**src/rtl/rfphoenix_issue_queue.sv**
```systemverilog
// In-order issue queue between decode and the scoreboard, with a one-cycle RAW interlock and rollback flush.
// Define RFPHOENIX_ISSQ_BYPASS_EN to let an instruction pass straight through an empty queue.
package rfPhoenixPkg;
    typedef struct packed {
        logic       vec;
        logic [5:0] num;
    } regspec_t;

    typedef struct packed {
        logic        v;
        logic [31:0] ins;
        logic        hasRa;
        logic        hasRb;
        logic        hasRc;
        logic        hasRm;
        logic        hasRt;
        regspec_t    Ra;
        regspec_t    Rb;
        regspec_t    Rc;
        regspec_t    Rm;
        regspec_t    Rt;
    } decode_bus_t;
endpackage

module rfphoenix_issue_queue
    import rfPhoenixPkg::*;
#(
    parameter int unsigned DEPTH = 4,
    parameter int unsigned CNTW  = 32
) (
    input  logic                     clk,
    input  logic                     rst,
    input  logic                     dec_v,
    input  decode_bus_t              dec_db,
    output logic                     dec_rdy,
    input  logic                     can_issue,
    output logic                     will_issue,
    output decode_bus_t              iss_db,
    input  logic                     flush,
    output logic [$clog2(DEPTH):0]   count,
    output logic [CNTW-1:0]          stall_cnt
);
    localparam int unsigned PW = $clog2(DEPTH);
    localparam int unsigned CW = PW + 1;
    localparam logic [CW-1:0] FULL_CNT = CW'(DEPTH);

    decode_bus_t    mem [DEPTH];
    logic [PW-1:0]  rd_ptr;
    logic [PW-1:0]  wr_ptr;
    logic           last_v;
    regspec_t       last_Rt;

    logic           empty;
    logic           full;
    logic           dep;
    logic           push;
    logic           pop;
    logic           stall_inc;
    decode_bus_t    head;
`ifdef RFPHOENIX_ISSQ_BYPASS_EN
    logic           byp;
`endif

    assign empty = (count == '0);
    assign full  = (count == FULL_CNT);

    always_comb begin
        head   = mem[rd_ptr];
        head.v = ~empty;
        iss_db = head;
`ifdef RFPHOENIX_ISSQ_BYPASS_EN
        byp = empty & dec_v & ~flush;
        if (byp) begin
            iss_db   = dec_db;
            iss_db.v = 1'b1;
        end
`endif
        // Interlock against the instruction issued last cycle, whose busy bit is not yet visible
        dep = last_v & ((iss_db.hasRa & (iss_db.Ra == last_Rt)) |
                        (iss_db.hasRb & (iss_db.Rb == last_Rt)) |
                        (iss_db.hasRc & (iss_db.Rc == last_Rt)) |
                        (iss_db.hasRm & (iss_db.Rm == last_Rt)));
        will_issue = iss_db.v & can_issue & ~dep & ~flush;
        dec_rdy    = ~full & ~flush;
`ifdef RFPHOENIX_ISSQ_BYPASS_EN
        push = dec_v & dec_rdy & ~(byp & will_issue);
`else
        push = dec_v & dec_rdy;
`endif
        pop       = will_issue & ~empty;
        stall_inc = ~empty & ~will_issue & ~flush;
    end

    always_ff @(posedge clk) begin
        if (rst) begin
            rd_ptr    <= '0;
            wr_ptr    <= '0;
            count     <= '0;
            last_v    <= 1'b0;
            last_Rt   <= '0;
            stall_cnt <= '0;
        end else begin
            if (flush) begin
                rd_ptr <= '0;
                wr_ptr <= '0;
                count  <= '0;
                last_v <= 1'b0;
            end else begin
                if (push)
                    wr_ptr <= wr_ptr + 1'b1;
                if (pop)
                    rd_ptr <= rd_ptr + 1'b1;
                count  <= count + CW'(push) - CW'(pop);
                last_v <= will_issue & iss_db.hasRt & (iss_db.Rt != '0);
            end
            last_Rt <= iss_db.Rt;
            if (stall_inc && (stall_cnt != '1))
                stall_cnt <= stall_cnt + 1'b1;
        end
    end

    always_ff @(posedge clk) begin
        if (push)
            mem[wr_ptr] <= dec_db;
    end
endmodule

```
**config.mk**
```make
export PLATFORM = sky130hd
export DESIGN_NAME = rfphoenix_issue_queue
export DESIGN_NICKNAME = d
export VERILOG_FILES = /design/src/rtl/rfphoenix_issue_queue.sv
export SDC_FILE = /design/constraint.sdc
export NUM_CORES = 1
export LEC_CHECK = 0
export BUFFER_PORTS_ARGS = -buffer_cell sky130_fd_sc_hd__buf_2
export CORE_UTILIZATION = 40
export DETAILED_ROUTE_END_ITERATION = 12
export PLACE_DENSITY = 0.71
export RECOVER_POWER = 100
export SLEW_MARGIN = 0
export SYNTH_ARGS = -nofsm -noshare
export SYNTH_HDL_FRONTEND = slang
export SYNTH_SLANG_ARGS = --single-unit
```
**constraint.sdc**
```tcl
create_clock -name clk -period 7.1 [get_ports clk]
set_clock_uncertainty 0.05 [all_clocks]
set_input_delay 0.355 -clock clk [delete_from_list [all_inputs] [get_ports clk]]
set_output_delay 0.355 -clock clk [all_outputs]
set_load 0.02 [all_outputs]
```
## Word level (Yosys, flattened, before mapping)

Memory sizes are Yosys's and may differ from the RTL's. A register that Yosys moved wholly into a read port is not among the register bits.
Cells that the tools add are included.
W data, S select, Z words.

| storage, ports and cells | value |
|---|---|
| flip-flop bits (word level) | 47 |
| bits in latches | 0 |
| memory bits (writable) | 292 |
| bits in read-only memories | 0 |
| input port bits | 78 |
| output and inout port bits | 110 |
| word-level logic and storage cells | 50 |
| memories | 1 |

| cells by class | value |
|---|---|
| $add $sub $neg | 5 |
| $mul | 0 |
| divide/modulo/power cells | 0 |
| magnitude comparators | 0 |
| equal/unequal tests | 6 |
| shift-type cells | 0 |
| mux-type cells | 4 |
| bitwise gates (word level) | 23 |
| reduce and logical (&&, ||, !) cells | 4 |

Memories:

| memory | depth | width | rd ports | clocked after Yosys merged registers in | wr ports | line | source |
|---|---|---|---|---|---|---|---|
| mem | 4 | 73 | 1 | 1 | 1 | 47 | `decode_bus_t mem [DEPTH];` |

Operators by type and width:

| operator | number |
|---|---|
| $add A32 B1 Y32 const B | 1 |
| $ne A32 B32 Y1 const B | 1 |
| $eq A7 B7 Y1 | 4 |
| $and A1 B1 Y1 | 15 |
| $reduce_bool A7 Y1 | 1 |
| $not A1 Y1 | 5 |
| $add A2 B1 Y2 const B | 2 |
| $mux W2 | 2 |
| $add A3 B1 Y3 | 1 |
| $eq A3 B3 Y1 const B | 1 |
| $logic_not A3 Y1 | 1 |
| $or A1 B1 Y1 | 3 |
| $sub A3 B1 Y3 | 1 |
| $mux W1 | 2 |
| $reduce_or A2 Y1 | 1 |
| $logic_and A1 B1 Y1 | 1 |

## Depth between registers and ports, before layout

Gate-level depths: netlist of run 1.

| logic depth | value |
|---|---|
| depth in word-level cells | 13 |
| gate-level depth with buffers | 17 |
| mapped depth without buffers | 15 |

## Worst setup path before layout of run 1

No wires, ideal clock.

| timing | value |
|---|---|
| kind | register to register |
| start point | register with a tool-made name |
| end point | register count[2] |
| library setup time | 115 ps |
| data arrival time | 3360 ps |
| required time | 6935 ps |
| slack | 3575 ps |
| cell stages (with the launch flop) | 18 |
| path buffers | 3 |
| clock period less this slack | 3525 ps |
| cells stage by stage | dfxtp_1 > buf_6 > buf_6 > buf_2 > mux2i_1 > nand2b_1 > and4_1 > a21oi_1 > a21oi_1 > nor3_1 > ha_1 > inv_1 > ha_1 > inv_1 > fa_1 > xor2_1 > xnor2_1 > nor2_1 |

RTL lines:

| what | line | source |
|---|---|---|
| end signal, assigned | 113 | `count <= count + CW'(push) - CW'(pop);` |
| end, declared | 40 | `output logic [$clog2(DEPTH):0] count,` |

==> results of run 1 <==
-- flip-flops by register name (all words and copies together) (netlist names), named ones only --
signal / count
count: 3
last_Rt: 7
last_v: 1
mem: 288
rd_ptr: 2
stall_cnt: 32
wr_ptr: 2
-- synth_stat cells (all sizes together), types with 2 or more instances --
cell type	count	area (um^2)
a21oi	17	85.1
nor4	6	37.5
nor2b	27	169
or3	9	56.3
nor2	34	128
nor4b	2	30.0
buf	21	131
mux2i	30	300
nand2b	2	12.5
or4	6	45.0
xnor2	20	175
edfxtp	288	8650
and2	3	18.8
and3	9	56.3
nor3	22	110
xor2	13	114
ha	7	87.6
mux2	23	259
and4	4	35.0
mux4	62	1400
clkbuf	17	63.8
a221oi	2	17.5
dfxtp	49	981
o31ai	7	52.6
inv	9	33.8
nand3	16	80.1
nand4	11	68.8
o21ai	12	60.1
nand2	20	75.1
-- worst paths after layout --
path | to | slack [ns] | cells past startpoint
worst max register to register | mem[1][62] | 2.12 | 4
worst min-delay path | flop | 0.22 | 3
worst min register to register | flop | 0.44 | 2
worst max-delay path | iss_db[0] | 2.09 | 3
-- cell type report --
type,count,area (um^2),share of cell area
Antenna cell,1,2.50,0.000153
Clock buffer,44,973,0.0593
Clock inverter,24,210,0.0128
Inverter,10,37.5,0.00229
Multi-Input combinational cell,372,3530,0.215
Sequential cell,337,9640,0.587
Tap cell,442,553,0.0337
Timing Repair Buffer,266,1460,0.0892
-- per-stage QoR --
stage	utilization	cells	cell area, um^2	power [uW]	hold WS (ns)
after floorplan	-	757	13400	2360	0.404
after global placement	0.451	1355	14800	2440	0.417
after detailed placement	0.451	1355	14800	2450	0.426
after CTS	0.509	1495	16700	4330	0.203
after global routing	0.500	1496	16400	4410	0.242
final	0.500	1496	16400	4280	0.218
-- logic make-up after synthesis --
| kind of cell | share of synthesized area |
|---|---|
| DFF | 0.718 |
| and+or+nand+nor | 0.0699 |
| muxes | 0.146 |
| buffers and inverters | 0.0174 |
| AOI/OAI and AO/OA | 0.0189 |
| xor gates and xnor gates | 0.0216 |
| adders and majority gates | 0.00803 |
-- layer usage --
metal,global-route usage,up-vias
met4,0.0443,0
li1,-,3528
met5,0,-
met3,0.0543,37
met1,0.220,3817
met2,0.291,261
-- timing repair --
action | 4_1_cts | 5_1_grt
endpoints found under the hold margin | 288 | 0
buffers inserted | 0 | 0
hold buffers | 72 | 0
-- power by group through the flow --
| stage | registers (uW) | clock network (uW) | logic, uW |
|---|---|---|---|
| 2_1_floorplan | 2230 | 0 | 126 |
| 3_3_place_gp | 2240 | 0 | 204 |
| 3_5_place_dp | 2240 | 0 | 209 |
| 4_1_cts | 2200 | 1890 | 242 |
| 5_1_grt | 2200 | 1970 | 248 |
| 6_report | 2200 | 1850 | 228 |
-- worst max-delay path, cell delays in order (launching register included) --
cell and delay (ns):
dfxtp_4 0.92, clkbuf_1 2.14, mux4_2 0.76, clkbuf_1 0.23
==> run summary, run 1 <==
Initial Util: 0.409
reg-to-reg critical path startpoint: count[1]
layout cell share with drive strength beyond 1: 0.142
Vias/cell: 5.11
met3 routed WL: 2.49 mm
failing checks: max-capacitance violations, max-slew violations
cell internal pwr: 3340 uW
port bufs: 186
fmax: 0.200 GHz
global-route wire length before repair: 44.5 mm
Seq/Total Area, Yosys: 0.718
Die Footprint: 0.0342 mm^2
total track usage: 0.174
drt pass-1 iters: 4
Pleak: 0.00514 uW
Seq cells post-synth: 337
Power Density: 261 mW/mm^2
Crit Path Max Fanout: 45
post-synth cell types: 42
post-route setup TNS: 0 ns
Ys Warns: 0
status: complete, but fails checks
Switch Pwr: 942 uW
hpwl dp: 18.2 mm
drc violations: 0
per-cell routed wire length: 19.9 um
I/O pins: 188
PostCTS Resize Cnt: 0
CTS buffer count: 37
# H-tree levels: 2
Comb power frac: 0.053
Critical Path AT: 4.61 ns
Syn Area/Cell: 17.7 um^2
Max-Slew Margin vs Limit: -1.41
max cap viols: 8
Die Wd: 185 um
hold_sp: flush
WS Path Type: reg -> out
final period utilization: 0.706
largest net degree at the start of global routing: 64
GPL Wtd Cong: 0.794
met1 WL: 12.4 mm
Post-synth EDFFs: 288
initial antenna violation count: 1
Setup violations, final: 0
num rows: 66
Vias: 7643
Clock Path Buffers: 3
min Tclk post-route: 5.01 ns
CTS tree: built
asr flop ratio synth: 0
synth-to-layout area growth: 22.4%
Crit. End Element: primary output
RSZ-0062 raised after global routing: false
HP Class: in -> reg
Post-layout nets: 1110
crit start category: flop
met2 WL post-DR: 14.4 mm
Worst-Skew Late Latency: 0.54 ns
Worst-path clk slew: 0.06 ns
total gr overflow: 0
CP required: 6.69 ns
Post-Synthesis Cell Area: 0.0134 mm^2
Clk pwr share: 0.433
syn_nets: 843
worst-margin pin slew: 3.61 ns
Sw Share: 0.220
vias in the first global route: 7738
Flop pwr share: 0.513
DRT iter0 DRCs: 403
most common cell after layout, fill and taps aside: edfxtp_1
Top Layer Used: met4
Fill cells: 2841
Chip Height: 185 um
CORE AREA: 0.0328 mm^2
Peak VDD IR: 0.000214 V
most frequent cells in the layout: edfxtp_1, clkbuf_1, dlygate4sd3_1, mux4_2, dfxtp_1
final-report max-slew violation count: 337
Post-Syn Instances: 757
Primary FF master, synth: edfxtp_1
final WL: 29.8 mm
Hold Vio Cnt, Final: 0
Setup WS pre-CTS: 2.53 ns
PnR worst setup slack: 2.09 ns
clock root cell: clkbuf_16
final antenna-violating net count: 0
CTS sink cnt: 337
Note: power is estimated with default switching activity, not from simulation.
==> inputs of run 2 (changes only) <==
--- a/config.mk
+++ b/config.mk
@@ -8,7 +8,7 @@
 export BUFFER_PORTS_ARGS = -buffer_cell sky130_fd_sc_hd__buf_2
 export CORE_UTILIZATION = 40
 export DETAILED_ROUTE_END_ITERATION = 12
-export PLACE_DENSITY = 0.71
+export PLACE_DENSITY = 0.73
 export RECOVER_POWER = 100
 export SLEW_MARGIN = 0
 export SYNTH_ARGS = -nofsm -noshare
==> constraint.sdc (replaced) <==
create_clock -name clk -period 4.1 [get_ports clk]
set_clock_uncertainty 0.05 [all_clocks]
set_input_delay 0.205 -clock clk [delete_from_list [all_inputs] [get_ports clk]]
set_output_delay 0.205 -clock clk [all_outputs]
set_load 0.02 [all_outputs]
==> run summary, run 2 (synthesis gave the netlist of run 1 again) <==
total track usage: 0.175 (was 0.174)
worst-margin pin slew: 2.28 ns (was 3.61 ns)
Hold Vio Cnt, Final: 0 (unchanged)
drt pass-1 iters: 4 (unchanged)
drc violations: 0 (unchanged)
GPL Wtd Cong: 0.799 (was 0.794)
Peak VDD IR: 0.000348 V (was 0.000214 V)
Crit Path Max Fanout: 40 (was 45)
Pleak: 0.00517 uW (was 0.00514 uW)
vias in the first global route: 7690 (was 7738)
max cap viols: 5 (was 8)
num rows: 66 (unchanged)
PostCTS Resize Cnt: 0 (unchanged)
Worst-path clk slew: 0.06 ns (about the same)
most frequent cells in the layout: edfxtp_1, clkbuf_1, dlygate4sd3_1, mux4_2, dfxtp_1 (unchanged)
Max-Slew Margin vs Limit: -0.523 (was -1.41)
fmax: 0.260 GHz
max reg flops: 288 (unchanged)
final antenna-violating net count: 0 (unchanged)
per-cell routed wire length: 19.8 um (was 19.9 um)
Setup violations, final: 0 (unchanged)
final core utilization: 0.501 (was 0.500)
worst hold path cell count: 3 (unchanged)
CORE AREA: 0.0328 mm^2 (unchanged)
reg2reg setup slack: 0.26 ns (was 2.12 ns)
RSZ-0062 raised after global routing: false (unchanged)
failing checks: max-capacitance violations, max-slew violations (unchanged)
Die Wd: 185 um (unchanged)
Largest Register: mem (unchanged)
CTS buffer count: 36 (was 37)
CTS tree: built (unchanged)
post-route setup TNS: 0 ns (unchanged)
CP required: 4.20 ns (was 6.69 ns)
HP Class: in -> reg (unchanged)
Worst-Skew Late Latency: 0.52 ns (was 0.54 ns)
final period utilization: 0.937
Initial Util: 0.409 (unchanged)
final-report max-slew violation count: 280 (was 337)
Clock Path Buffers: 3 (unchanged)
biggest regs: mem: 288 flops, stall_cnt: 32 flops, last_Rt: 7 flops (unchanged)
reg2reg path depth: 4 (unchanged)
min Tclk post-route: 3.84 ns
hold_sp: flush (unchanged)
final WL: 29.9 mm (was 29.8 mm)
global-route wire length before repair: 44.7 mm (was 44.5 mm)
clock root cell: clkbuf_16 (unchanged)
port bufs: 186 (unchanged)
cts hold-fix bufs: 72 (unchanged)
initial antenna violation count: 7 (was 1)
I/O pins: 188 (unchanged)
Fin Hold WS: 0.104 ns (was 0.218 ns)
Post-layout nets: 1123 (was 1110)
hpwl dp: 18.9 mm (was 18.2 mm)
Total Power: 7180 uW (was 4280 uW)
DRT iter0 DRCs: 573 (was 403)
status: complete, but fails checks (unchanged)
Crit. End Element: flop (was primary output)
layout cell share with drive strength beyond 1: 0.148 (was 0.142)
Chip Height: 185 um (unchanged)
Die Footprint: 0.0342 mm^2 (unchanged)
synth-to-layout area growth: 22.6% (was 22.4%)
total gr overflow: 0 (unchanged)
Power Density: 437 mW/mm^2 (was 261 mW/mm^2)
Post-Place Cell Area: 0.0149 mm^2 (was 0.0148 mm^2)
Vias/cell: 5.06 (was 5.11)
most common cell after layout, fill and taps aside: edfxtp_1 (unchanged)
largest net degree at the start of global routing: 73 (was 64)
reg-to-reg critical path startpoint: count[1] (unchanged)
Vias: 7647 (was 7643)
Crit Reg-Reg Endpoint: mem[3][67] (was mem[1][62])
Critical Path AT: 3.94 ns (was 4.61 ns)
fin area: 0.0164 mm^2 (about the same)
# H-tree levels: 2 (unchanged)
Post-CTS Setup Bufs: 0 (unchanged)
crit start category: flop (unchanged)
Hold Crit Endpoint: rd_ptr[0]
CTS sink cnt: 337 (unchanged)
WS Path Type: reg -> reg (was reg -> out)
CP startpoint: count[1]
-- run 2: area by class of cell --
class / instances / area [um^2]
fillers: 2804 / 16300
flip-flops and latches: 337 / 9640
multi-input cells: 372 / 3530
repair buffers: 280 / 1580
clock buffers: 50 / 1010
well taps: 442 / 553
clock inverters: 15 / 76.3
inverters: 10 / 37.5
diodes: 5 / 12.5
-- run 2: critical path: stages (launching register included) --
cell and delay (ns):
dfxtp_1 0.44, nor2_1 0.06, a21oi_1 0.44, and3_1 1.79, clkbuf_2 0.68
-- run 2: worst max path at each step --
stage | endpoint | slack (ns) | depth (start not counted)
6_report | mem[3][67] | 0.26 | 4
5_1_grt | mem[3][46] | 0.02 | 4
4_1_cts | count[2] | 0.27 | 15
3_5_place_dp | count[2] | 0.29 | 15
3_3_place_gp | count[2] | 0.33 | 15
2_1_floorplan | count[2] | 0.58 | 17
-- run 2: where the power goes --
group / switching, uW / internal, uW
sequential: 26.7 / 3780
combinational: 245 / 159
clock: 1260 / 1710
total: 1540 / 5650
-- run 2: metal layers --
layer / wire length (um) / GRT usage / vias up
met1: 12300 / 0.222 / 3820
li1: - / - / 3556
met5: 10 / 0 / -
met4: 444 / 0.0403 / 2
met3: 2570 / 0.0594 / 34
met2: 14600 / 0.288 / 235
-- run 2: metrics by stage --
step           std cells  setup slack, ns
6_report            1511            0.257
4_1_cts             1506            0.269
3_3_place_gp        1369            0.325
3_5_place_dp        1369            0.293
5_1_grt             1510           0.0189
2_1_floorplan        757            0.575
==> inputs of run 3 (changes only) <==
--- a/config.mk
+++ b/config.mk
@@ -5,8 +5,9 @@
 export SDC_FILE = /design/constraint.sdc
 export NUM_CORES = 1
 export LEC_CHECK = 0
-export BUFFER_PORTS_ARGS = -buffer_cell sky130_fd_sc_hd__buf_2
+export BUFFER_PORTS_ARGS = -buffer_cell sky130_fd_sc_hd__buf_4
 export CORE_UTILIZATION = 40
+export CTS_CLUSTER_DIAMETER = 200
 export DETAILED_ROUTE_END_ITERATION = 12
 export PLACE_DENSITY = 0.73
 export RECOVER_POWER = 100
==> run summary, run 3 (synthesis gave the netlist of run 1 again) <==
Chip Height: 185 um (unchanged)
most frequent cells in the layout: edfxtp_1, clkbuf_1, dlygate4sd3_1, mux4_2, dfxtp_1 (unchanged)
drc violations: 0 (unchanged)
final WL: 30.2 mm (was 29.9 mm)
total gr overflow: 0 (unchanged)
most common cell after layout, fill and taps aside: edfxtp_1 (unchanged)
final period utilization: 0.938 (was 0.937)
CTS sink cnt: 337 (unchanged)
biggest regs: mem: 288 flops, stall_cnt: 32 flops, last_Rt: 7 flops (unchanged)
Worst-path clk slew: 0.06 ns (about the same)
largest net degree at the start of global routing: 73 (unchanged)
Peak VDD IR: 0.000408 V (was 0.000348 V)
CTS tree: built (unchanged)
Die Wd: 185 um (unchanged)
Crit Path Max Fanout: 40 (unchanged)
Vias/cell: 5.21 (was 5.06)
Crit. End Element: flop (unchanged)
CORE AREA: 0.0328 mm^2 (unchanged)
Post-CTS Setup Bufs: 0 (unchanged)
Hold Crit Endpoint: rd_ptr[0] (unchanged)
Largest Register: mem (unchanged)
Max-Slew Margin vs Limit: -0.499 (was -0.523)
port bufs: 186 (unchanged)
Critical Path AT: 3.98 ns (was 3.94 ns)
Fin Hold WS: 0.0408 ns (was 0.104 ns)
Non-Filler Instances: 1507 (was 1511)
Clock Path Buffers: 3 (unchanged)
# H-tree levels: 2 (unchanged)
CP required: 4.23 ns (was 4.20 ns)
Setup violations, final: 0 (unchanged)
Hold Vio Cnt, Final: 0 (unchanged)
failing checks: max-capacitance violations, max-slew violations (unchanged)
crit start category: flop (unchanged)
RSZ-0062 raised after global routing: false (unchanged)
hpwl dp: 19.1 mm (was 18.9 mm)
hold_sp: flush (unchanged)
I/O pins: 188 (unchanged)
post-route setup TNS: 0 ns (unchanged)
layout cell share with drive strength beyond 1: 0.164 (was 0.148)
Power Density: 450 mW/mm^2 (was 437 mW/mm^2)
worst-margin pin slew: 2.25 ns (was 2.28 ns)
synth-to-layout area growth: 23.8% (was 22.6%)
max reg flops: 288 (unchanged)
Worst-Skew Late Latency: 0.53 ns (was 0.52 ns)
final core utilization: 0.506 (was 0.501)
min Tclk post-route: 3.85 ns (was 3.84 ns)
reg2reg setup slack: 0.25 ns (was 0.26 ns)
CTS buffer count: 37 (was 36)
final antenna-violating net count: 0 (unchanged)
Initial Util: 0.409 (unchanged)
Vias: 7848 (was 7647)
reg-to-reg critical path startpoint: count[1] (unchanged)
worst hold path cell count: 3 (unchanged)
Crit Reg-Reg Endpoint: mem[0][58] (was mem[3][67])
GPL Wtd Cong: 0.807 (was 0.799)
per-cell routed wire length: 20.0 um (was 19.8 um)
global-route wire length before repair: 45.7 mm (was 44.7 mm)
final-report max-slew violation count: 207 (was 280)
vias in the first global route: 7913 (was 7690)
Post-layout nets: 1124 (was 1123)
max cap viols: 5 (unchanged)
drt pass-1 iters: 4 (unchanged)
placed cell count: 1369 (unchanged)
Die Footprint: 0.0342 mm^2 (unchanged)
num rows: 66 (unchanged)
WS Path Type: reg -> reg (unchanged)
clock root cell: clkbuf_16 (unchanged)
fmax: 0.260 GHz (about the same)
initial antenna violation count: 3 (was 7)
reg2reg path depth: 4 (unchanged)
DRT iter0 DRCs: 416 (was 573)
total track usage: 0.179 (was 0.175)
HP Class: in -> reg (unchanged)
status: complete, but fails checks (unchanged)
Pleak: 0.00528 uW (was 0.00517 uW)
## run 3: cell types whose count changed in the layout (fill, tap and decap cells not counted), moves of 3 or more
| cell | before | now |
|---|---|---|
| clkbuf_1 | 190 | 174 |
| buf_4 | 11 | 21 |
| clkinv_1 | 11 | 8 |
| buf_2 | 12 | 0 |
| bufinv_16 | 0 | 3 |
| clkbuf_2 | 5 | 18 |
| diode_2 | 5 | 1 |
## run 3: layout make-up
| class | count | area (um^2) |
|---|---|---|
| diodes | 1 | 2.50 |
| well taps | 442 | 553 |
| fillers | 2826 | 16200 |
| repair buffers | 280 | 1640 |
| multi-input cells | 372 | 3530 |
| clock inverters | 18 | 193 |
| clock buffers | 47 | 1000 |
| inverters | 10 | 37.5 |
| flip-flops and latches | 337 | 9640 |
## run 3: worst max-delay path by stage
stage                  start          to  depth (start not counted)
floorplan               flop    count[2]                         17
global placement        flop    count[2]                         15
detailed placement      flop    count[2]                         15
CTS                     flop    count[2]                         15
global route        count[1]  mem[0][53]                          4
finish              count[1]  mem[0][58]                          4
## run 3: repair_timing
item | in CTS | in global routing
hold buffers | 72 | 0
resized for setup | 0 | 1
setup endpoints to repair | 0 | 1
hold endpoints to repair | 288 | 0
## run 3: power by group
group          leakage, uW  total (uW)  switching [uW]  internal [uW]
sequential         0.00301        3800            26.9           3770
combinational      0.00168         412             246            166
clock             0.000585        3260            1320           1930
total              0.00528        7470            1600           5870
## run 3: critical path: stages, from the launching register on
cell      delay [ns]
dfxtp_1         0.47
nor2_1          0.07
a21oi_1         0.50
and3_1          1.78
clkbuf_2        0.62
## run 3: stage by stage
step | setup slack, ns | area, um^2 | power, uW
2_1_floorplan | 0.575 | 13400 | 4080
3_3_place_gp | 0.391 | 15400 | 4280
3_5_place_dp | 0.313 | 15400 | 4290
4_1_cts | 0.278 | 17300 | 7600
5_1_grt | 0.0470 | 16600 | 7710
6_report | 0.252 | 16600 | 7470
## run 3: metal layers
| metal | share of wire | wire (um) | global-route usage |
|---|---|---|---|
| met5 | 0.00033 | 10 | 0 |
| met4 | 0.023 | 709 | 0.0562 |
| met3 | 0.089 | 2690 | 0.0529 |
| met2 | 0.48 | 14400 | 0.291 |
| met1 | 0.41 | 12300 | 0.231 |
